## src/rtl/program_region_decoder_pkg.sv

```systemverilog
// Shared types and default parameters for the program region decoder.
package program_region_pkg;

  typedef enum logic [1:0] {
    ST_IDLE,
    ST_ACCESS,
    ST_DONE,
    ST_ERROR
  } state_t;

  localparam int unsigned      DEF_N           = 32;
  localparam int unsigned      DEF_NUM_CS      = 4;
  localparam longint unsigned  DEF_REGION_SIZE = 64'h0000_0000_0800_0000;
  localparam int unsigned      DEF_WAIT_CYCLES = 2;

endpackage

```

## src/rtl/program_region_decoder_if.sv

```systemverilog
// Request / chip-select bundle between a bus master and the region decoder.
interface program_region_decoder_if
  import program_region_pkg::*;
#(
  parameter int unsigned N      = DEF_N,
  parameter int unsigned NUM_CS = DEF_NUM_CS
);

  logic              req;
  logic              we;
  logic [N-1:0]      address;
  logic              wp_load;
  logic [NUM_CS-1:0] wp_data;
  logic [NUM_CS-1:0] CS;
  logic              WP;
  logic              busy;
  logic              done;
  logic              err;

  modport master (
    output req, we, address, wp_load, wp_data,
    input  CS, WP, busy, done, err
  );

  modport slave (
    input  req, we, address, wp_load, wp_data,
    output CS, WP, busy, done, err
  );

endinterface

```

## src/rtl/program_region_decoder_wait.sv

```systemverilog
// Down-counter that times how long a chip select is held.
module access_wait_counter #(
  parameter int unsigned W = 4
) (
  input  logic         clk,
  input  logic         RESET,
  input  logic         i_load,
  input  logic [W-1:0] i_load_val,
  input  logic         i_dec,
  output logic [W-1:0] o_count,
  output logic         o_zero
);

  logic [W-1:0] r_count;

  // Load has priority over decrement; decrement never wraps below zero.
  always_ff @(posedge clk) begin
    if (RESET) begin
      r_count <= '0;
    end else if (i_load) begin
      r_count <= i_load_val;
    end else if (i_dec && (r_count != '0)) begin
      r_count <= r_count - 1'b1;
    end
  end

  assign o_count = r_count;
  assign o_zero  = (r_count == '0);

endmodule

```

## src/rtl/program_region_decoder.sv

```systemverilog
// Decodes a byte address into one of NUM_CS flash chip selects, enforcing a
// per-region write-protect mask and holding CS for WAIT_CYCLES+1 cycles.
module program_region_decoder
  import program_region_pkg::*;
#(
  parameter int unsigned     N           = DEF_N,
  parameter int unsigned     NUM_CS      = DEF_NUM_CS,
  parameter longint unsigned REGION_SIZE = DEF_REGION_SIZE,
  parameter int unsigned     WAIT_CYCLES = DEF_WAIT_CYCLES
) (
  input  logic                     clk,
  input  logic                     RESET,
  program_region_decoder_if.slave  bus
);

  localparam int unsigned RB = $clog2(REGION_SIZE);
  localparam int unsigned RW = N - RB;

  state_t            r_state;
  logic [NUM_CS-1:0] r_mask;
  logic [NUM_CS-1:0] r_cs;
  logic              r_wp;
  logic              r_busy;
  logic              r_done;
  logic              r_err;

  logic [RW-1:0]     w_region;
  logic              w_in_range;
  logic              w_mask_bit;
  logic [NUM_CS-1:0] w_onehot;
  logic              w_reject;
  logic              w_load;
  logic              w_dec;
  logic              w_zero;
  logic [3:0]        w_count;
  logic              w_unused;

  // Offset bits inside a region play no part in decoding.
  assign w_unused = ^{bus.address[RB-1:0], w_count};

  assign w_region   = bus.address[N-1:RB];
  assign w_in_range = (w_region < RW'(NUM_CS));

  // Region decode: one-hot select and the mask bit for the addressed region.
  always_comb begin
    w_mask_bit = 1'b0;
    w_onehot   = '0;
    for (int unsigned i = 0; i < NUM_CS; i++) begin
      if (w_region == RW'(i)) begin
        w_mask_bit  = r_mask[i];
        w_onehot[i] = 1'b1;
      end
    end
  end

  assign w_reject = !w_in_range || (bus.we && w_mask_bit);
  assign w_load   = (r_state == ST_IDLE) && bus.req && !w_reject;
  assign w_dec    = (r_state == ST_ACCESS) && !w_zero;

  access_wait_counter #(
    .W (4)
  ) u_wait (
    .clk        (clk),
    .RESET      (RESET),
    .i_load     (w_load),
    .i_load_val (4'(WAIT_CYCLES)),
    .i_dec      (w_dec),
    .o_count    (w_count),
    .o_zero     (w_zero)
  );

  // Write-protect mask; the FSM samples the pre-update value in the same cycle.
  always_ff @(posedge clk) begin
    if (RESET) begin
      r_mask <= '1;
    end else if (bus.wp_load) begin
      r_mask <= bus.wp_data;
    end
  end

  // Access FSM with registered CS/WP/busy/done/err.
  always_ff @(posedge clk) begin
    if (RESET) begin
      r_state <= ST_IDLE;
      r_cs    <= '0;
      r_wp    <= 1'b0;
      r_busy  <= 1'b0;
      r_done  <= 1'b0;
      r_err   <= 1'b0;
    end else begin
      case (r_state)
        ST_IDLE: begin
          r_done <= 1'b0;
          r_err  <= 1'b0;
          if (bus.req) begin
            r_busy <= 1'b1;
            if (w_reject) begin
              r_state <= ST_ERROR;
              r_err   <= 1'b1;
            end else begin
              r_state <= ST_ACCESS;
              r_cs    <= w_onehot;
              r_wp    <= w_mask_bit;
            end
          end
        end
        ST_ACCESS: begin
          if (w_zero) begin
            r_state <= ST_DONE;
            r_cs    <= '0;
            r_wp    <= 1'b0;
            r_done  <= 1'b1;
          end
        end
        ST_DONE: begin
          r_state <= ST_IDLE;
          r_done  <= 1'b0;
          r_busy  <= 1'b0;
        end
        ST_ERROR: begin
          r_state <= ST_IDLE;
          r_err   <= 1'b0;
          r_busy  <= 1'b0;
        end
        default: begin
          r_state <= ST_IDLE;
          r_cs    <= '0;
          r_wp    <= 1'b0;
          r_busy  <= 1'b0;
          r_done  <= 1'b0;
          r_err   <= 1'b0;
        end
      endcase
    end
  end

  assign bus.CS   = r_cs;
  assign bus.WP   = r_wp;
  assign bus.busy = r_busy;
  assign bus.done = r_done;
  assign bus.err  = r_err;

endmodule

```

## src/flat_wrapper.sv

```systemverilog
// flat-port wrapper written by rule: the top's interface ports become plain ports
module program_region_decoder_flat import program_region_pkg::*;
#(
  parameter int unsigned     N           = DEF_N,
  parameter int unsigned     NUM_CS      = DEF_NUM_CS,
  parameter longint unsigned REGION_SIZE = DEF_REGION_SIZE,
  parameter int unsigned     WAIT_CYCLES = DEF_WAIT_CYCLES
)
  (clk, RESET, bus_req, bus_we, bus_address, bus_wp_load, bus_wp_data, bus_CS, bus_WP, bus_busy, bus_done, bus_err);
  program_region_decoder_if #(.N(N), .NUM_CS(NUM_CS)) bus_i ();
  input  logic clk;
  input  logic RESET;
  input wire logic [$bits(bus_i.req)-1:0] bus_req;
  input wire logic [$bits(bus_i.we)-1:0] bus_we;
  input wire logic [$bits(bus_i.address)-1:0] bus_address;
  input wire logic [$bits(bus_i.wp_load)-1:0] bus_wp_load;
  input wire logic [$bits(bus_i.wp_data)-1:0] bus_wp_data;
  output wire logic [$bits(bus_i.CS)-1:0] bus_CS;
  output wire logic [$bits(bus_i.WP)-1:0] bus_WP;
  output wire logic [$bits(bus_i.busy)-1:0] bus_busy;
  output wire logic [$bits(bus_i.done)-1:0] bus_done;
  output wire logic [$bits(bus_i.err)-1:0] bus_err;
  assign bus_i.req = bus_req;
  assign bus_i.we = bus_we;
  assign bus_i.address = bus_address;
  assign bus_i.wp_load = bus_wp_load;
  assign bus_i.wp_data = bus_wp_data;
  assign bus_CS = bus_i.CS;
  assign bus_WP = bus_i.WP;
  assign bus_busy = bus_i.busy;
  assign bus_done = bus_i.done;
  assign bus_err = bus_i.err;
  program_region_decoder #(.N(N), .NUM_CS(NUM_CS), .REGION_SIZE(REGION_SIZE), .WAIT_CYCLES(WAIT_CYCLES)) u_core (.clk(clk), .RESET(RESET), .bus(bus_i));
endmodule
```

## config.mk

```make
export PLATFORM = sky130hd
export DESIGN_NAME = program_region_decoder_flat
export DESIGN_NICKNAME = d
export VERILOG_FILES = /design/src/rtl/program_region_decoder_pkg.sv /design/src/rtl/program_region_decoder_if.sv /design/src/rtl/program_region_decoder_wait.sv /design/src/rtl/program_region_decoder.sv /design/src/flat_wrapper.sv
export SDC_FILE = /design/constraint.sdc
export NUM_CORES = 1
export LEC_CHECK = 0
export CAP_MARGIN = 15
export CORE_AREA = 2 2 55 52
export DETAILED_ROUTE_END_ITERATION = 6
export DIE_AREA = 0 0 57 54
export HOLD_SLACK_MARGIN = 0.15
export PLACE_DENSITY = 0.77
export SLEW_MARGIN = 20
export SYNTH_ARGS = -nofsm -noshare
export SYNTH_HDL_FRONTEND = slang
export SYNTH_SLANG_ARGS = --single-unit
```

## constraint.sdc

```tcl
create_clock -name clk -period 2.2 [get_ports clk]
set_input_delay 0.66 -clock clk [delete_from_list [all_inputs] [get_ports clk]]
set_output_delay 0.66 -clock clk [all_outputs]
set_load 0.05 [all_outputs]
```

# ---- Yosys cells after proc, flatten, opt, wreduce, memory -nomap -nowiden
# Index checks and enable logic that the tools add are counted.
dict set report totals {
  output_inout_bits 8
  elab_cells 74
  inputBits 41
  register_bits 18
}
dict set report op_classes {
  mux 29
  eq_ne 9
  n_reduce_logical 25
  addsub 1
  n_lt_le_gt_ge 1
}
# op n
set op_table {}
lappend op_table {{1-bit two-way mux} 15}
lappend op_table {{4-bit two-way mux} 3}
lappend op_table {{5-bit by 2-bit == test with 1-bit output (second input constant)} 2}
lappend op_table {{2-bit two-way mux} 5}
lappend op_table {{2-bit nonzero test} 5}
lappend op_table {{1-bit case mux with 2 select lines} 4}
lappend op_table {{4-bit case mux with 2 select lines} 1}
lappend op_table {{2-bit case mux with 3 select lines} 1}
lappend op_table {{2-bit AND reduction} 3}
lappend op_table {{2-bit OR reduction} 3}
lappend op_table {{5-bit by 1-bit == test with 1-bit output (second input constant)} 1}
lappend op_table {{1-bit logical AND} 5}
lappend op_table {{5-bit logical NOT} 1}
lappend op_table {{5-bit by 3-bit less-than comparator with 1-bit output (second input constant)} 1}
lappend op_table {{2-bit == test (second input constant)} 2}
lappend op_table {{4-bit logical NOT} 1}
lappend op_table {{2-bit != test (second input constant)} 2}
lappend op_table {{4-bit AND reduction} 1}
lappend op_table {{4-bit nonzero test} 1}
lappend op_table {{4-bit by 1-bit subtractor with 4-bit output (second input constant)} 1}
lappend op_table {{1-bit logical NOT} 3}
lappend op_table {{2-bit by 1-bit == test with 1-bit output (second input constant)} 1}
lappend op_table {{2-bit logical NOT} 1}
lappend op_table {{2-bit by 1-bit != test with 1-bit output (second input constant)} 1}
lappend op_table {{1-bit logical OR} 1}

# ---- Logic depth before layout (Yosys ltp)
# Gate-level depths: netlist of the first run.
dict set report logic_depth {
  depth_word 10
  mapped_depth 7
  depth_no_buf 6
}

# ---- By module
# A second synthesis of the first run with hierarchy kept.
dict set report hier_totals {
  cells_unflattened 103
  hier_area_um2 969.7
}
# module area_each_um2 seq_area_each_um2 cells_each instances
set modules_own_cells {}
lappend modules_own_cells {program_region_decoder 706.9 280.3 74 1}
lappend modules_own_cells {access_wait_counter 262.8 80.1 29 1}

# ---- Least setup slack after synthesis of the first run
# Ideal clock, no wire load.
dict set report synth_path {
  path_type {input to register}
  start {input port bus_address[27]}
  end {register u_core.r_cs[0] (netlist: u_core.bus.CS[0])}
  setup_time_ns 0.125
  arrival_time_ns 1.778
  required_time_ns 2.075
  path_buffers 0
  path_stages 4
  path_slack_ns 0.296
  cell_sequence {mux4_2 a211oi_4 o21ai_4 mux2i_1}
}
dict set report synth_between {
  elab_chain_len 9
  word_cells_on_any_way 18
  cone_classes {1 x order compare; 4 x eq/ne; 8 x mux; 5 x reduce/logical}
}
# item line
set synth_rtl {}
lappend synth_rtl {{start, declared} flat_wrapper.sv:15} ;# input wire logic [$bits(bus_i.address)-1:0] bus_address;
lappend synth_rtl {{5-bit logical NOT} program_region_decoder.sv:49} ;# if (w_region == RW'(i)) begin
lappend synth_rtl {{1-bit two-way mux (4 in a row)} program_region_decoder.sv:49}
lappend synth_rtl {{1-bit logical AND} program_region_decoder.sv:56} ;# assign w_reject = !w_in_range || (bus.we && w_mask_bit);
lappend synth_rtl {{1-bit logical OR} program_region_decoder.sv:56}
lappend synth_rtl {{2-bit != test (no source line)} n/a}
lappend synth_rtl {{4-bit AND reduction (no source line)} n/a}
lappend synth_rtl {{end signal, assigned} program_region_decoder.sv:102} ;# r_cs <= w_onehot;
lappend synth_rtl {{end, declared} program_region_decoder.sv:21} ;# logic [NUM_CS-1:0] r_cs;
# Several ways; a longest one is shown, not always the timed one. The select of a mux whose other input is x is not followed.
# A chain may end at the register's enable or synchronous reset.

# ---- Worst setup path after layout of the first run
dict set report layout_path {
  start {register u_core.r_busy (netlist: u_core.bus.busy)}
  end {output port bus_busy}
}
# item line
set layout_lines {}
lappend layout_lines {{start, declared} program_region_decoder.sv:23} ;# logic r_busy;
lappend layout_lines {{start signal, assigned} program_region_decoder.sv:87} ;# r_busy <= 1'b0;
lappend layout_lines {{start signal, assigned} program_region_decoder.sv:96} ;# r_busy <= 1'b1;
lappend layout_lines {{start signal, assigned} program_region_decoder.sv:118} ;# r_busy <= 1'b0;
lappend layout_lines {{end, declared} flat_wrapper.sv:20} ;# output wire logic [$bits(bus_i.busy)-1:0] bus_busy;
# No word-level cell between the ends.

==> metrics.cfg, run 1 <==
[run_status]
outcome=completed

[synthesis]
synth-compound-area-share_pct=16.62
synth.most_common_cell=dfxtp_1
synthTopCellsByArea=dfxtp_1 38%, ha_1 6.6%, mux2i_1 5.3%
ys_ff_latch=18
synth-xor-area-share_pct=1.862
synthMuxAreaShare_pct=8.910
synth_flop_cell=dfxtp_1
ys_seq_area_share_pct=38.30
synthAdderAreaFrac_pct=6.649
ys_top_cells_by_count=18 x dfxtp_1, 8 x nand2_1, 6 x nor2_1
synthSimpleGateAreaFrac_pct=23.54
yosysUniqueCellTypes=37
async_flop_share_pct=0
synth_top_area_share_pct=38.30
netlist_instances=96
synth_warnings=0
synth_area_um2=940.9
synth_top_family_by_area=simple AND/OR/NAND/NOR gates
synth_edf_count=0
synth_top_area_cell=dfxtp_1
synth_area_per_cell_um2=9.801
syn_nets=142

[global_route]
grt.overflow.total=0
grt_pass1_wl_um=3174
antenna_found_initial=0
grt_pass1_vias=782
grt_max_degree=18
track_usage_pct=13.30

[die]
ios=49
start_util_pct=36.65
fp.dieH_um=54
dieArea_um2=3078
die_w_um=57
core_um2=2567
rows=18

[clock_tree]
cts_tree=yes
cts-root-buf=clkbuf_4
cts_made_buffers=3
clk-insertion-delay-late_ns=0.29
cts_max_path_buffers=2
clk_pin_slew_ns=0.11
clock-sinks=18
cts_setup_buffers=0
htreeDepth=1

[timing]
skew_ns=0.002687
final.period_utilization_pct=96.59
fmax_mhz=470.6
finalCriticalPeriod_ns=2.125
maxSlewViolCount=0
relSlewSlack_pct=66.60
setup_tns_ns=0
tightest_slew_ns=0.4994
rsz0062_at_grt=false
finalSetupViolCount=0
hold_viol_final=0

[routing]
drc=0
ant_nets=0
vias=767
drt_iter0_drc=9
vias_per_cell=4.981
drt-total-wl_um=1811
wl_per_cell_um=11.76
drt_first_pass_iters=4

[finish]
nFillCells=268
finalInstanceArea_um2=1252
drive_gt1_share_pct=15.32
diodes=0
multi_input_area_um2=541.8
synthToLayoutAreaGrowth_pct=33.11
nNetsFinal=171
seqCellArea_um2=360.3

[power_and_ir_drop]
p_int_mw=0.5735
power_density_nw_per_um2=667.1
switching_share_pct=31.36
power_frac_clock_pct=24.7
pwr-share-comb_pct=31.3
p_sw_mw=0.2620
seqPwrFrac_pct=44.0
power_mw=0.8355
power.leakage_nw=0.5044
irDropWorstVdd_mv=0.3883

[place]
hpwl_um=1397
place_area_um2=1214
globalplace.congestion=0.7672
portBuffers=21

[critical_path]
worstPathCellList=clkdlybuf4s50_1
crit_slowest_cell=clkdlybuf4s50_1
required_ns=1.54
critPathLaunchType=flip-flop
crit_buf_inv=1
path_class=reg2out
max_stage_delay_ns=0.81
cp.arrival_ns=1.47
critPathCaptureType=output port
critical-path-top-delay-family=buffers and inverters
crit_fanout=3

[min_path]
hp-class=reg2reg

[job]
max_cap_viol_count=0

## worst paths after layout
check	from	end	slack, ns	cells past startpoint
worst min-delay path	u_core.bus.err	u_core.bus.err	0.46	2
worst max register to register	u_core.u_wait.o_count[0]	u_core.bus.CS[3]	0.52	6
worst min register to register	u_core.bus.err	u_core.bus.err	0.46	2
worst max-delay path	u_core.bus.busy	bus_busy	0.07	1
## placed cells by master (no fill, tap or decap), types with 2 or more instances in the layout
cell type,instances
clkbuf_4,3
dfxtp_1,18
nor3_1,2
nand2_1,8
inv_1,5
ha_1,5
nand2b_1,5
nand3_1,2
clkdlybuf4s50_1,20
nor2b_1,5
mux2i_1,5
buf_4,6
nor2_1,6
a21oi_1,5
nand3b_1,2
a211o_1,4
## worst register-to-register path: stages, from the launching register on
cell and delay (ns):
dfxtp_1 0.33, inv_1 0.08, ha_1 0.21, or3b_1 0.42, a2bb2oi_2 0.25, o21ai_4 0.14, mux2i_1 0.14
## cell families after synthesis
kind of cell	after synthesis
DFF	18
and+or+nand+nor	38
xor gates and xnor gates	2
buffers and inverters	8
adders and majority gates	5
muxes	7
AOI/OAI and AO/OA	18
## stage by stage
step / hold WS (ns) / utilization [%] / instances / setup WS [ns]
6_report: 0.4618 / 48.78 / 154 / 0.07491
3_5_place_dp: 0.4542 / 47.27 / 150 / -0.3229
2_1_floorplan: 0.4649 / - / 96 / 0.2963
4_1_cts: 0.4691 / 48.68 / 154 / 0.02389
3_3_place_gp: 0.4388 / 47.27 / 150 / -0.2987
5_1_grt: 0.4846 / 48.78 / 154 / 0.02001
## power by group through the flow
stage	Sequential, mW	Clock [mW]	Combinational [mW]
6_report	0.368	0.206	0.261
5_1_grt	0.372	0.228	0.283
4_1_cts	0.368	0.214	0.264
3_5_place_dp	0.376	0	0.263
3_3_place_gp	0.374	0	0.255
2_1_floorplan	0.408	0	0.151
## registers in the layout (all words and copies together) (netlist names)
register,count
u_core.bus.CS,4
u_core.r_mask,4
u_core.u_wait.o_count,4
u_core.r_state,2
u_core.bus.WP,1
u_core.bus.busy,1
u_core.bus.done,1
u_core.bus.err,1
## routing by layer
layer	vias up	wire length [um]	global-route usage, %
met5	-	0	0
met4	0	10	4.651
met3	2	68	2.885
met2	18	908	24.90
met1	353	823	15.12
li1	394	-	-
## repair_timing
item | 4_1_cts | 5_1_grt
setup endpoints to repair | 2 | 5
hold buffers | 0 | 0
resized for setup | 0 | 1
pin swaps | 1 | 2
## final cells by class
cell class,count,area share (%)
Clock buffer,4,2.897
Inverter,5,1.499
Multi-Input combinational cell,70,43.26
Sequential cell,18,28.77
Tap cell,30,2.997
Timing Repair Buffer,27,20.58
No activity file was read; power rests on OpenSTA's default activity.
==> run 2, diff against run 1 <==
--- a/config.mk
+++ b/config.mk
@@ -5,12 +5,14 @@
 export SDC_FILE = /design/constraint.sdc
 export NUM_CORES = 1
 export LEC_CHECK = 0
+export ABC_CLOCK_PERIOD_IN_PS = 2200
 export CAP_MARGIN = 15
 export CORE_AREA = 2 2 55 52
 export DETAILED_ROUTE_END_ITERATION = 6
 export DIE_AREA = 0 0 57 54
 export HOLD_SLACK_MARGIN = 0.15
 export PLACE_DENSITY = 0.77
+export REMOVE_ABC_BUFFERS = 1
 export SLEW_MARGIN = 20
 export SYNTH_ARGS = -nofsm -noshare
 export SYNTH_HDL_FRONTEND = slang
==> run 2 against run 1 <==
Against the previous run: first-iteration DRC count decreased by 33%; final area decreased by 1.1%; sequential cell count unchanged; setup slack improved by 0.0032 ns; largest power group unchanged.
==> metrics.cfg, run 2 (synthesis gave the netlist of run 1 again) <==
[global_route]
grt_max_degree=18  ; unchanged
grt_pass1_wl_um=3105  ; -2.2%
antenna_found_initial=0  ; unchanged
grt_pass1_vias=786  ; +0.51%
grt.overflow.total=0  ; unchanged
track_usage_pct=12.87  ; -0.43 points

[finish]
utilization_pct=48.25  ; -0.54 points
drive_gt1_share_pct=14.63  ; -0.69 points
nFillCells=273  ; +1.9%
layout_commonest_cell=clkdlybuf4s50_1
final_cell_mix=20 x clkdlybuf4s50_1, 18 x dfxtp_1, 8 x nand2_1
nNetsFinal=171  ; unchanged
synthToLayoutAreaGrowth_pct=31.65
diodes=0  ; unchanged

[timing]
skew_ns=0.001261  ; -0.001425 ns
fmax_mhz=471.3  ; +0.15%
rsz0062_at_grt=false
tightest_slew_ns=0.4981  ; -0.001327 ns
finalSetupViolCount=0  ; unchanged
final.period_utilization_pct=96.45  ; -0.15 points
fin_ws_ns=0.07814  ; +0.003226 ns
maxSlewViolCount=0  ; unchanged
hold_viol_final=0  ; unchanged
relSlewSlack_pct=66.69  ; +0.089 points
setup_tns_ns=0  ; unchanged
finalCriticalPeriod_ns=2.122  ; -0.003226 ns

[power_and_ir_drop]
irDropWorstVdd_mv=0.4137  ; +6.5%
power_frac_clock_pct=20.5  ; -4.2 points
p_sw_mw=0.2548  ; -2.8%
pwr-share-comb_pct=33.0  ; +1.7 points
power_density_nw_per_um2=638.7  ; -4.3%
p_int_mw=0.5364  ; -6.5%
seqPwrFrac_pct=46.5  ; +2.5 points
switching_share_pct=32.20  ; +0.84 points
power.leakage_nw=0.4972  ; -1.4%
power_mw=0.7912  ; -5.3%

[critical_path]
reg2reg_slack_ns=0.53  ; about the same
path_class=reg2out
max_stage_delay_ns=0.81  ; about the same
r2r_start=u_core.u_wait.o_count[0]
reg2reg_depth=6  ; unchanged
critPathCaptureType=output port
r2r_end=u_core.bus.CS[0]
worstPathCellList=clkdlybuf4s50_1
crit_fanout=3  ; unchanged
critPathLaunchType=flip-flop
crit_buf_inv=1  ; unchanged
cp.arrival_ns=1.46  ; about the same
critical-path-top-delay-family=buffers and inverters
crit_slowest_cell=clkdlybuf4s50_1
required_ns=1.54  ; about the same

[min_path]
hp-class=reg2reg
hold_depth=2  ; unchanged
hold_end=u_core.bus.err
holdCritStartpoint=u_core.bus.err

[die]
start_util_pct=36.65  ; unchanged
core_um2=2567  ; unchanged
dieArea_um2=3078  ; unchanged
rows=18  ; unchanged
fp.dieH_um=54  ; unchanged
ios=49  ; unchanged
die_w_um=57  ; unchanged

[routing]
drt_iter0_drc=6  ; -3
drc=0  ; unchanged
vias_per_cell=5.222  ; +4.9%
drt_first_pass_iters=4  ; unchanged
ant_nets=0  ; unchanged
vias=799  ; +4.2%
drt-total-wl_um=1798  ; -0.72%
wl_per_cell_um=11.75  ; about the same

[clock_tree]
cts_made_buffers=3  ; unchanged
cts_tree=yes
htreeDepth=1  ; unchanged
cts_setup_buffers=0  ; unchanged
clock-sinks=18  ; unchanged
clk-insertion-delay-late_ns=0.29  ; about the same
clk_pin_slew_ns=0.10  ; about the same
cts-root-buf=clkbuf_4
cts_max_path_buffers=2  ; unchanged

[place]
globalplace.congestion=0.7531  ; -1.8%
dp_slack_ns=-0.3183  ; +0.004623 ns
portBuffers=21  ; unchanged
hpwl_um=1413  ; +1.1%

[job]
max_cap_viol_count=0  ; unchanged

[run_status]
outcome=completed

## run 2: cell count changes in the layout (fill, tap and decap cells not counted)
cell	previous run	this run
clkbuf_8	1	0
## run 2: per-stage QoR
| step | hold WS, ns | instance area [um^2] | std cells |
|---|---|---|---|
| 2_1_floorplan | 0.4579 | 920.9 | 93 |
| 3_3_place_gp | 0.4383 | 1214 | 150 |
| 3_5_place_dp | 0.4653 | 1214 | 150 |
| 4_1_cts | 0.4777 | 1236 | 153 |
| 5_1_grt | 0.5112 | 1239 | 153 |
| 6_report | 0.4694 | 1239 | 153 |
## run 2: worst reg2reg max path, cell delays in order (launching register included)
cell and delay, ns:
dfxtp_1 0.32, inv_1 0.09, ha_1 0.21, or3b_1 0.42
a2bb2oi_2 0.25, o21ai_4 0.14, mux2i_1 0.14
## run 2: routing by layer
layer,wire [um],track usage (%),share of wire [%]
met3,79,3.125,4.4
met4,13,3.876,0.72
met1,772,13.91,43
met5,0,0,0
met2,932,25.10,52
## run 2: worst max-delay path by stage
| stage | slack, ns | to | from | cells past startpoint |
|---|---|---|---|---|
| 6_report | 0.08 | bus_busy | u_core.bus.busy | 1 |
| 5_1_grt | 0.03 | bus_busy | u_core.bus.busy | 1 |
| 4_1_cts | 0.02 | u_core.bus.CS[0] | bus_address[27] | 5 |
| 3_5_place_dp | -0.32 | u_core.bus.CS[2] | bus_address[27] | 5 |
| 3_3_place_gp | -0.30 | u_core.bus.CS[2] | bus_address[27] | 5 |
| 2_1_floorplan | 0.30 | u_core.bus.CS[0] | bus_address[27] | 4 |
## run 2: power groups by stage
stage / clock, mW / sequential, mW / combinational [mW]
after floorplan: 0 / 0.408 / 0.141
after global placement: 0 / 0.374 / 0.256
after detailed placement: 0 / 0.376 / 0.261
after CTS: 0.166 / 0.368 / 0.262
after global routing: 0.183 / 0.372 / 0.287
final: 0.162 / 0.368 / 0.261
## run 2: timing repair
item                                    4_1_cts  5_1_grt
endpoints found under the setup margin        5        5
pin swaps                                     1        2
hold buffers                                  0        0
resized for setup                             0        1
## run 2: cell type report
type                            instances  area (um^2)  area share [%]
Inverter                                5        18.77           1.515
Sequential cell                        18        360.3           29.09
Timing Repair Buffer                   27        257.7           20.81
Clock buffer                            3        22.52           1.818
Multi-Input combinational cell         70        541.8           43.74
Tap cell                               30        37.54           3.030
==> run 3, diff against run 2 <==
--- a/config.mk
+++ b/config.mk
@@ -10,7 +10,6 @@
 export CORE_AREA = 2 2 55 52
 export DETAILED_ROUTE_END_ITERATION = 6
 export DIE_AREA = 0 0 57 54
-export HOLD_SLACK_MARGIN = 0.15
 export PLACE_DENSITY = 0.77
 export REMOVE_ABC_BUFFERS = 1
 export SLEW_MARGIN = 20
==> results of run 3 <==
The final DEF is identical to that of run 2; final timing and power are the same.
